$ cat src/rtl/fetch_pkg.sv
// -----------------------------------------------------------------------------
// fetch_pkg
// Shared types and constants for the instruction fetch stage.
//   PC_W / INSTR_W     : program-counter and instruction widths
//   DEFAULT_RESET_PC   : default byte address of the first fetch after reset
//   FETCH_BUF_DEPTH    : number of {pc, instr} entries the response buffer holds
//   fetch_entry_t      : one fetched instruction tagged with its byte address
//   align_pc()         : forces a byte address onto a word boundary
// -----------------------------------------------------------------------------
package fetch_pkg;

  localparam int PC_W            = 32;
  localparam int INSTR_W         = 32;
  localparam int FETCH_BUF_DEPTH = 2;

  localparam logic [PC_W-1:0] DEFAULT_RESET_PC = 32'h0000_0000;

  typedef struct packed {
    logic [PC_W-1:0]    pc;
    logic [INSTR_W-1:0] instr;
  } fetch_entry_t;

  // Redirect targets may carry junk in the byte-offset bits; masking keeps
  // every bit of the input live so nothing is silently truncated.
  function automatic logic [PC_W-1:0] align_pc(input logic [PC_W-1:0] pc);
    return pc & ~32'h0000_0003;
  endfunction

endpackage

$ cat src/rtl/fetch_buf.sv
// -----------------------------------------------------------------------------
// fetch_buf
// Two-entry synchronous FIFO of fetch_entry_t. Entry 0 is always the head, so
// the head value comes straight from a register and stays stable until popped.
// Ports:
//   clk, rst_n  : clock (rising edge), asynchronous active-low reset
//   push        : write push_data this cycle
//   push_data   : {pc, instr} entry to store
//   pop         : remove the head this cycle (only legal when count != 0)
//   flush       : discard all contents; wins over push and pop
//   head        : oldest stored entry (zero after reset)
//   count       : current occupancy, 0..2
// -----------------------------------------------------------------------------
module fetch_buf
  import fetch_pkg::*;
(
  input  logic         clk,
  input  logic         rst_n,
  input  logic         push,
  input  fetch_entry_t push_data,
  input  logic         pop,
  input  logic         flush,
  output fetch_entry_t head,
  output logic [1:0]   count
);

  fetch_entry_t entry0_q, entry0_d;
  fetch_entry_t entry1_q, entry1_d;
  logic [1:0]   count_q,  count_d;

  // Shift-style update: a pop moves entry 1 down into the head slot, and a
  // push lands in the first slot that is free after any pop this cycle.
  always_comb begin
    entry0_d = entry0_q;
    entry1_d = entry1_q;
    count_d  = count_q;
    if (flush) begin
      count_d = 2'd0;
    end else begin
      case ({push, pop})
        2'b10: begin
          if (count_q == 2'd0) begin
            entry0_d = push_data;
          end else begin
            entry1_d = push_data;
          end
          count_d = count_q + 2'd1;
        end
        2'b01: begin
          entry0_d = entry1_q;
          count_d  = count_q - 2'd1;
        end
        2'b11: begin
          if (count_q == 2'd2) begin
            entry0_d = entry1_q;
            entry1_d = push_data;
          end else begin
            entry0_d = push_data;
          end
        end
        default: begin
        end
      endcase
    end
  end

  always_ff @(posedge clk or negedge rst_n) begin
    if (!rst_n) begin
      entry0_q <= '0;
      entry1_q <= '0;
      count_q  <= 2'd0;
    end else begin
      entry0_q <= entry0_d;
      entry1_q <= entry1_d;
      count_q  <= count_d;
    end
  end

  assign head  = entry0_q;
  assign count = count_q;

  // The issue credit upstream must never let the buffer overflow or underflow.
  overflow_chk: assert property (@(posedge clk) disable iff (!rst_n)
    !(push && !pop && !flush && (count_q == 2'd2)));
  underflow_chk: assert property (@(posedge clk) disable iff (!rst_n)
    !(pop && !flush && (count_q == 2'd0)));

endmodule

$ cat src/rtl/instr_fetch.sv
// -----------------------------------------------------------------------------
// instr_fetch
// Fetch stage in front of a synchronous instruction ROM. Keeps the program
// counter, issues one word read per cycle while buffer credit allows, tags
// each ROM response with its pc and hands {pc, instr} to decode through a
// valid/ready handshake. A redirect flushes everything and restarts fetch.
// Ports:
//   clk, rst_n      : clock (rising edge), asynchronous active-low reset
//   rom_addr        : ROM word address; data returns on rom_data next cycle
//   rom_data        : registered ROM read data
//   redirect_valid  : one-cycle pulse, restart fetch at redirect_pc
//   redirect_pc     : byte target, bits [1:0] ignored
//   out_valid       : out_instr / out_pc hold a fetched instruction
//   out_ready       : decode accepts this cycle
//   out_instr       : fetched instruction
//   out_pc          : byte address of out_instr
// -----------------------------------------------------------------------------
module instr_fetch
  import fetch_pkg::*;
#(
  parameter logic [31:0] RESET_PC = DEFAULT_RESET_PC,
  parameter int          ROM_AW   = 8
) (
  input  logic              clk,
  input  logic              rst_n,
  output logic [ROM_AW-1:0] rom_addr,
  input  logic [31:0]       rom_data,
  input  logic              redirect_valid,
  input  logic [31:0]       redirect_pc,
  output logic              out_valid,
  input  logic              out_ready,
  output logic [31:0]       out_instr,
  output logic [31:0]       out_pc
);

  logic [PC_W-1:0] pc_q, pc_d;
  logic [PC_W-1:0] inflight_pc_q, inflight_pc_d;
  logic            inflight_q, inflight_d;

  logic [PC_W-1:0] issue_pc;
  logic            issue;
  logic            pop;
  logic            push;
  logic [1:0]      count;
  logic [2:0]      occupancy;
  fetch_entry_t    push_data;
  fetch_entry_t    head;

  assign out_valid = (count != 2'd0);

  // A redirect flushes the buffer, so a handshake in the same cycle is void.
  assign pop = out_valid & out_ready & ~redirect_valid;

  // Slots already spoken for once this cycle's pop retires: stored entries
  // plus the response still on its way from the ROM.
  assign occupancy = {1'b0, count} + {2'b00, inflight_q} - {2'b00, pop};
  assign issue     = redirect_valid | (occupancy < 3'(FETCH_BUF_DEPTH));

  assign issue_pc = redirect_valid ? align_pc(redirect_pc) : pc_q;
  assign rom_addr = issue_pc[ROM_AW+1:2];

  // The response arriving during a redirect belongs to the old path.
  assign push           = inflight_q & ~redirect_valid;
  assign push_data.pc    = inflight_pc_q;
  assign push_data.instr = rom_data;

  always_comb begin
    pc_d          = pc_q;
    inflight_d    = 1'b0;
    inflight_pc_d = inflight_pc_q;
    if (issue) begin
      inflight_d    = 1'b1;
      inflight_pc_d = issue_pc;
      pc_d          = issue_pc + 32'd4;
    end
  end

  always_ff @(posedge clk or negedge rst_n) begin
    if (!rst_n) begin
      pc_q          <= RESET_PC;
      inflight_q    <= 1'b0;
      inflight_pc_q <= '0;
    end else begin
      pc_q          <= pc_d;
      inflight_q    <= inflight_d;
      inflight_pc_q <= inflight_pc_d;
    end
  end

  fetch_buf u_fetch_buf (
    .clk       (clk),
    .rst_n     (rst_n),
    .push      (push),
    .push_data (push_data),
    .pop       (pop),
    .flush     (redirect_valid),
    .head      (head),
    .count     (count)
  );

  assign out_pc    = head.pc;
  assign out_instr = head.instr;

endmodule
$ cat config.mk
export PLATFORM = sky130hd
export DESIGN_NAME = instr_fetch
export DESIGN_NICKNAME = d
export VERILOG_FILES = /design/src/rtl/fetch_pkg.sv /design/src/rtl/fetch_buf.sv /design/src/rtl/instr_fetch.sv
export SDC_FILE = /design/constraint.sdc
export NUM_CORES = 1
export LEC_CHECK = 0
export BUFFER_PORTS_ARGS = -buffer_cell sky130_fd_sc_hd__buf_2
export CAP_MARGIN = 20
export CORE_MARGIN = 2
export CORE_UTILIZATION = 45
export CTS_BUF_LIST = sky130_fd_sc_hd__clkbuf_16
export CTS_CLUSTER_SIZE = 20
export DETAILED_ROUTE_END_ITERATION = 6
export HOLD_SLACK_MARGIN = 0.08
export MAX_ROUTING_LAYER = met4
export PLACE_DENSITY = 0.66
export SYNTH_ARGS = -nofsm -noshare
export SYNTH_HDL_FRONTEND = slang
export SYNTH_SLANG_ARGS = --single-unit
$ cat constraint.sdc
create_clock -name clk -period 7.56 [get_ports clk]
set_input_delay 1.89 -clock clk [delete_from_list [all_inputs] [get_ports clk]]
set_output_delay 1.89 -clock clk [all_outputs]
set_load 0.005 [all_outputs]
Yosys cells after proc, flatten, opt, wreduce, memory -nomap -nowiden
Cells that the tools add are included.
Storage, ports and cells
  register bits after elaboration: 195
  input bits: 68
  output and inout port bits: 73
  word-level logic and storage cells: 43
Operators by class
  $add $sub $neg: 5
  order comparisons: 1
  equal/unequal tests: 7
  multiplexer cells: 10
  bitwise gates (word level): 5
  reduce and logical (&&, ||, !) cells: 7
Operator list (number)
  2-to-1 mux 64 bit: 4
  one-hot mux 64 bit (3 select lines): 1
  one-hot mux 64 bit (2 select lines): 1
  adder 32 x 3 -> 32 bit (second input constant): 1
  2-to-1 mux 32 bit: 1
  == test 2 bit (second input constant): 3
  nonzero test 3 bit: 2
  inequality test 2 x 1 -> 1 bit (second input constant): 2
  one-hot mux 2 bit (2 select lines): 1
  AND reduction 4 bit: 1
  nonzero test 2 bit: 2
  adder 2 x 1 -> 3 bit: 1
  bitwise AND 1 bit: 3
  < comparator 3 x 2 -> 1 bit (second input constant): 1
  AND reduction 3 bit: 1
  subtractor 3 x 1 -> 3 bit: 1
  adder 2 x 1 -> 2 bit (second input constant): 1
  == test 2 x 1 -> 1 bit (second input constant): 1
  logical NOT 2 bit: 1
  2-to-1 mux 2 bit: 1
  inequality test 2 bit (second input constant): 1
  subtractor 2 x 1 -> 2 bit (second input constant): 1
  2-to-1 mux 1 bit: 1
  inverter 1 bit: 1
  bitwise OR 1 bit: 1

Logic depth before layout (Yosys ltp)
Gate-level depths: netlist (run 1).
  depth after elaboration: 7
  gate-level depth with buffers: 13
  gate-level depth less buffers: 11

Hierarchy
From an unflattened synthesis (run 1), not the netlist that was laid out.
Second synthesis, totals
  cell total of the unflattened synthesis: 847
  area, all modules: 9430.3 µm²
By module, submodules not included
  fetch_buf: times used 1, cells an instance 428, area each 5451.5 µm², sequential area each 3253.1 µm²
  instr_fetch: times used 1, cells an instance 419, area each 3978.8 µm², sequential area each 1526.5 µm²

Least setup slack after synthesis (run 1)
Ideal clock, no wire load.
  kind: input to output
  start: in redirect_valid
  end: out rom_addr[1]
  arrival time: 2.923 ns
  required time: 5.670 ns
  slack: 2.747 ns
  cell stages on the path: 6
  path buffers: 5
  cells stage by stage: buf_4 -> buf_6 -> buf_8 -> buf_2 -> mux2_2 -> buf_4
On the way
  cells in the longest elaborated chain, start to end: 1
Ends and longest elaborated chain
  from (decl): RTL line instr_fetch.sv:28  | input logic redirect_valid,
  2-to-1 mux 32 bit: RTL line instr_fetch.sv:59  | assign issue_pc = redirect_valid ? align_pc(redirect_pc) : pc_q;
  to (decl): RTL line instr_fetch.sv:26  | output logic [ROM_AW-1:0] rom_addr,
No other way between the ends.

Worst setup path in the final report (run 1)
  start: in redirect_valid
  end: out rom_addr[7]
The elaborated chain is that of the path after synthesis.

==> results.sh, run 1 <==
export IMPL_netlist_area_um2=9210
export IMPL_path_max_fanout=40
export IMPL_num_vias=6288
export IMPL_num_rows=52
export IMPL_vias_per_cell=5.15
export IMPL_path_cells="buf_4 -> mux2i_1 -> inv_1 -> buf_2"
export IMPL_ys_flop_type="dfrtp_1"
export IMPL_cts_setup_buffers=0
export IMPL_path_clk_slew_ns=0.07
export IMPL_met2_usage_pct=27.0
export IMPL_post_cts_resized=0
export IMPL_cts_made_buffers=17
export IMPL_cts_tree="yes"
export IMPL_synth_edf_count=0
export IMPL_ff2ff_setup_slack_ns=4.40
export IMPL_slew_headroom_pct=33.1
export IMPL_io_pins=141
export IMPL_antenna_found_initial=1
export IMPL_fin_skew_ns=0.0110
export IMPL_ys_ff_latch=187
export IMPL_path_class="in -> out"
export IMPL_ant_nets=0
export IMPL_h_tree_depth=4
export IMPL_maxCapViolations=0
export IMPL_clkPwrFrac_pct=22.9
export IMPL_wl_um=18500
export IMPL_dr_first_iter_drc_count=290
export IMPL_intPower_mw=2.44
export IMPL_hold_class="reg -> reg"
export IMPL_placedInstanceArea_um2=9990
export IMPL_clk_latency_ns=0.42
export IMPL_pwr_share_seq_pct=44.7
export IMPL_finalSetupViolCount=0
export IMPL_max_clock_freq_mhz=200
export IMPL_grt_max_degree=103
export IMPL_ir_drop_mv=0.149
export IMPL_fp_dieW_um=147
export IMPL_crit_family="buffers and inverters"
export IMPL_drc=0
export IMPL_hold_buffers=0
export IMPL_seq_area_frac_synth_pct=50.8
export IMPL_critPathArrivalTime_ns=3.12
export IMPL_period_share_pct=66.2
export IMPL_cpPeakStageDelay_ns=0.43
export IMPL_syn_avg_cell_area_um2=11.1
export IMPL_nets=1007
export IMPL_tightest_slew_ns=1.00
export IMPL_drt_pass1_iter_count=4
export IMPL_synthCells=832
export IMPL_required_ns=5.67
export IMPL_power_frac_comb_pct=32.4
export IMPL_grt_pass1_wl_um=30800
export IMPL_start_kind="input pin"
export IMPL_drive_gt1_share_pct=28.0
export IMPL_wl_per_cell_um=15.1
export IMPL_worst_setup_path_end_kind="output port"
export IMPL_sw_frac_of_total_pct=34.0
export IMPL_start_util_pct=45.7
export IMPL_grt_usage_pct=18.0
export IMPL_clockRootBuffer="clkbuf_16"
export IMPL_cts_sinks=187
export IMPL_path_buf_inv=3
export IMPL_status="finished clean"
export IMPL_rsz0062_at_grt="false"
export IMPL_grt_pass1_vias=6012
export IMPL_core_um2=20200
export IMPL_final_area_um2=10600
export IMPL_gp_congestion=0.796
export IMPL_tns_ns=0
export IMPL_port_buffers=136
export IMPL_fp_dieH_um=147
export IMPL_synth_cell_types=53
export IMPL_p_sw_mw=1.26
export IMPL_met1_usage_pct=25.6
export IMPL_dpl_hpwl_um=12300
export IMPL_fin_crit_ns=5.01
export IMPL_async_flop_share_pct=100
export IMPL_grt_busiest_layer="met2"
export IMPL_power_density_nw_per_um2=351
export IMPL_hold_viol=0
export IMPL_final_common_cell="dfrtp_1"
export IMPL_use_met3_pct=2.95
export IMPL_gr_total_overflow=0
export IMPL_critPathSlowestCell="mux2i_1"
export IMPL_p_leak_nw=4.95
export IMPL_clockBufferDepth=2
export IMPL_area_growth_pct=14.7
export IMPL_yosysWarningCount=0
export IMPL_die_area_um2=21600
export IMPL_final_cell_mix="187 x dfrtp_1, 134 x buf_2, 106 x mux2i_1"
export IMPL_slew_viol_final=0
## layer usage
metal  vias to the layer above  wire [um]
li1                       3105          -
met1                      3040       9150
met2                       129       8410
met3                        14        688
met4                         0        214
met5                         -          0
## area by class of cell
cell class / count / area [um^2]
diodes: 1 / 2.50
fillers: 1845 / 9610
clock inverters: 15 / 139
multi-input cells: 580 / 4200
clock buffers: 17 / 425
repair buffers: 144 / 752
flip-flops and latches: 187 / 4680
inverters: 7 / 26.3
well taps: 270 / 338
## per-stage QoR
stage / util (%) / hold WS, ns / worst slack [ns] / std cells / power, mW
final: 52.4 / 0.496 / 2.55 / 1221 / 3.70
after global routing: 52.4 / 0.511 / 2.43 / 1221 / 3.97
after CTS: 52.4 / 0.499 / 2.56 / 1220 / 3.76
after detailed placement: 49.6 / 0.483 / 2.56 / 1188 / 2.90
after global placement: 49.6 / 0.470 / 2.55 / 1188 / 2.85
after floorplan: - / 0.449 / 2.75 / 833 / 2.50
## kinds of logic after synthesis
family	Yosys count	share of synthesized area [%]
mux	177	20.2
simple gates	230	12.4
compound gates	123	7.89
buf+inv	66	3.85
other cells	1	0.0407
xor+xnor	46	4.38
flops	187	50.8
fa+ha+maj	2	0.353
## registers in the layout, summed over array words and instances (netlist names)
| signal | flops |
|---|---|
| u_fetch_buf.entry1_q | 62 |
| u_fetch_buf.head | 62 |
| inflight_pc_q | 30 |
| pc_q | 30 |
| u_fetch_buf.count | 2 |
| inflight_q | 1 |
## power groups by stage
| stage | Combinational (mW) | Clock (mW) | Sequential (mW) |
|---|---|---|---|
| 2_1_floorplan | 0.846 | 0 | 1.65 |
| 5_1_grt | 1.34 | 0.916 | 1.72 |
| 3_3_place_gp | 1.19 | 0 | 1.67 |
| 6_report | 1.20 | 0.849 | 1.66 |
| 4_1_cts | 1.22 | 0.877 | 1.66 |
| 3_5_place_dp | 1.22 | 0 | 1.68 |
## worst register-to-register path: cells and delay by family, from the launching register on
kind            cells  cell delay, ns
buf+inv             3            0.99
simple gates        4            0.56
fa+ha+maj           1            0.46
flops               1            0.41
mux                 1            0.41
compound gates      1            0.23
## Yosys cell counts (all sizes together), types with 2 or more instances
cell type | instances | area share [%]
a21boi | 2 | 0.16
a21o | 3 | 0.24
a21oi | 74 | 4.0
a22oi | 6 | 0.95
a31oi | 2 | 0.14
and2 | 2 | 0.14
and3 | 2 | 0.14
buf | 48 | 3.1
clkbuf | 11 | 0.45
dfrtp | 187 | 51
inv | 7 | 0.29
mux2 | 70 | 8.6
mux2i | 107 | 12
nand2 | 47 | 1.9
nand2b | 3 | 0.20
nand3 | 21 | 1.1
nand3b | 8 | 0.79
nand4 | 18 | 1.8
nand4b | 5 | 0.64
nor2 | 104 | 4.3
nor2b | 2 | 0.14
nor3 | 14 | 0.87
o21ai | 27 | 1.5
or2 | 2 | 0.14
xnor2 | 26 | 2.5
xor2 | 20 | 1.9
## final timing paths
kind,cells after the start,to,from
min in group asynchronous,1,u_fetch_buf.head[4],rst_n
worst min-delay path,2,pc_q[9],pc_q[9]
worst max register to register,10,inflight_pc_q[3],u_fetch_buf.count[1]
worst max-delay path,4,rom_addr[7],redirect_valid
worst min register to register,2,pc_q[9],pc_q[9]
max in group asynchronous,2,pc_q[18],rst_n
(Power assumes the default switching activity.)
==> run 2, diff against run 1 <==
--- a/config.mk
+++ b/config.mk
@@ -5,6 +5,7 @@
 export SDC_FILE = /design/constraint.sdc
 export NUM_CORES = 1
 export LEC_CHECK = 0
+export ABC_AREA = 1
 export BUFFER_PORTS_ARGS = -buffer_cell sky130_fd_sc_hd__buf_2
 export CAP_MARGIN = 20
 export CORE_MARGIN = 2
==> constraint.sdc (replaced) <==
create_clock -name clk -period 5 [get_ports clk]
set_input_delay 1.25 -clock clk [delete_from_list [all_inputs] [get_ports clk]]
set_output_delay 1.25 -clock clk [all_outputs]
set_load 0.005 [all_outputs]
==> results.sh, run 2 <==
export IMPL_ys_top_cells_by_area="dfrtp_1 50%, nand2_1 16%, nand3_1 7.7%"
export IMPL_fp_dieW_um=148
export IMPL_wl_per_cell_um=14.3
export IMPL_synth_common_cells="389 x nand2_1, 187 x dfrtp_1, 142 x nand3_1"
export IMPL_post_cts_resized=0
export IMPL_critPathSlowestCell="buf_4"
export IMPL_area_growth_pct=13.7
export IMPL_port_buffers=136
export IMPL_p_leak_nw=5.25
export IMPL_grt_max_degree=83
export IMPL_yosysMostFrequentCell="nand2_1"
export IMPL_wl_um=22300
export IMPL_status="finished clean"
export IMPL_vias_per_cell=5.07
export IMPL_cts_setup_buffers=0
export IMPL_dp_cells=1530
export IMPL_tns_ns=0
export IMPL_cts_tree="yes"
export IMPL_nets=1349
export IMPL_dpl_hpwl_um=15000
export IMPL_synth_top_cell_area_share_pct=50.5
export IMPL_drive_gt1_share_pct=17.3
export IMPL_crit_family="buffers and inverters"
export IMPL_num_vias=7913
export IMPL_fin_crit_ns=4.07
export IMPL_gp_congestion=0.910
export IMPL_fin_skew_ns=0.00712
export IMPL_num_fill_cells=1980
export IMPL_clockRootBuffer="clkbuf_16"
export IMPL_synth_cell_types=33
export IMPL_path_max_fanout=48
export IMPL_multi_input_area_um2=3830
export IMPL_period_share_pct=81.5
export IMPL_slew_viol_final=0
export IMPL_start_kind="input pin"
export IMPL_h_tree_depth=4
export IMPL_seq_area_um2=4680
export IMPL_ys_ff_latch=187
export IMPL_hold_class="reg -> reg"
export IMPL_required_ns=3.75
export IMPL_drc=0
export IMPL_die_area_um2=21800
export IMPL_hold_viol=0
export IMPL_dr_first_iter_drc_count=503
export IMPL_synth_edf_count=0
export IMPL_hold_buffers=0
export IMPL_worst_setup_path_end_kind="output port"
export IMPL_synthCells=1188
export IMPL_cts_made_buffers=17
export IMPL_fp_dieH_um=148
export IMPL_ant_nets=0
export IMPL_path_cells="buf_2 -> buf_4 -> inv_2 -> nand2_1 -> nand2_1 -> inv_1 -> buf_2"
export IMPL_tightest_slew_ns=0.843
export IMPL_grt_pass1_vias=7238
export IMPL_cts_sinks=187
export IMPL_netlist_area_um2=9270
export IMPL_path_buf_inv=5
export IMPL_max_clock_freq_mhz=246
export IMPL_core_um2=20200
export IMPL_clockBufferDepth=2
export IMPL_path_clk_slew_ns=0.06
export IMPL_slew_headroom_pct=43.6
export IMPL_syn_avg_cell_area_um2=7.80
export IMPL_grt_usage_pct=21.7
export IMPL_cpPeakStageDelay_ns=0.47
export IMPL_grt_pass1_wl_um=37200
export IMPL_num_rows=52
export IMPL_start_util_pct=45.8
export IMPL_final_common_cell="nand2_1"
export IMPL_ys_flop_type="dfrtp_1"
export IMPL_maxCapViolations=0
export IMPL_critPathArrivalTime_ns=2.82
export IMPL_yosysTopAreaCell="dfrtp_1"
export IMPL_final_cell_mix="386 x nand2_1, 187 x dfrtp_1, 142 x nand3_1"
export IMPL_ff2ff_setup_slack_ns=1.44
export IMPL_drt_pass1_iter_count=4
export IMPL_seq_area_frac_synth_pct=50.5
export IMPL_path_class="in -> out"
export IMPL_rsz0062_at_grt="false"
export IMPL_finalSetupViolCount=0
export IMPL_n_antenna_cell=0
export IMPL_async_flop_share_pct=100
export IMPL_io_pins=141
export IMPL_antenna_found_initial=0
export IMPL_final_cell_count_no_fill=1560
export IMPL_power_density_nw_per_um2=613
export IMPL_yosysWarningCount=0
export IMPL_gr_total_overflow=0
export IMPL_ir_drop_mv=0.299
export IMPL_clk_latency_ns=0.42
run 2: layout make-up:
| cell class | instances | share of cell area, % |
|---|---|---|
| Timing Repair Buffer | 151 | 7.73 |
| Inverter | 86 | 3.06 |
| Clock inverter | 13 | 1.21 |
| Multi-Input combinational cell | 836 | 36.3 |
| Tap cell | 270 | 3.21 |
| Clock buffer | 17 | 4.04 |
| Sequential cell | 187 | 44.4 |
run 2: final timing paths:
path,from,end,depth (start not counted)
min,pc_q[3],pc_q[3],2
max,redirect_valid,rom_addr[4],7
max in group asynchronous,rst_n,u_fetch_buf.head[57],2
max reg2reg,u_fetch_buf.count[0],pc_q[21],16
min reg2reg,pc_q[3],pc_q[3],2
min in group asynchronous,rst_n,u_fetch_buf.head[29],1
run 2: tightest hold or removal path: cells and delay by family (launching register included):
kind / cells / cell delay (ns)
and+or+nand+nor: 2 / 0.10
DFF: 1 / 0.34
run 2: metal layers:
metal | share of wire (%) | track usage, %
met4 | 0.94 | 5.67
met2 | 47 | 33.0
met5 | 0 | -
met3 | 4.7 | 3.21
met1 | 48 | 30.8
run 2: power by group:
| group | leakage (nW) | switching [mW] | total, mW | internal, mW |
|---|---|---|---|---|
| Clock | 0.272 | 0.575 | 1.30 | 0.728 |
| Combinational | 2.76 | 1.63 | 2.51 | 0.880 |
| Sequential | 2.22 | 0.389 | 2.64 | 2.26 |
run 2: kinds of logic (layout without fill, tap and decap cells):
kind of cell	Yosys count	in the layout	share of synthesized area (%)
simple gates	679	679	30.8
flops	187	187	50.5
buf+inv	166	267	8.56
compound gates	151	151	9.60
fa+ha+maj	2	2	0.351
other cells	1	2	0.0404
xor+xnor	1	1	0.0945
mux	1	1	0.121
run 2: per-stage QoR:
step | cell area [um^2] | total power [mW] | util, % | worst slack [ns] | hold WS (ns)
3_3_place_gp | 9980 | 5.12 | 49.3 | 0.757 | 0.454
5_1_grt | 10500 | 7.01 | 52.1 | 0.786 | 0.492
2_1_floorplan | 9280 | 4.39 | - | 1.52 | 0.442
4_1_cts | 10500 | 6.52 | 52.1 | 0.939 | 0.476
6_report | 10500 | 6.46 | 52.1 | 0.927 | 0.470
3_5_place_dp | 9980 | 5.21 | 49.3 | 0.708 | 0.459
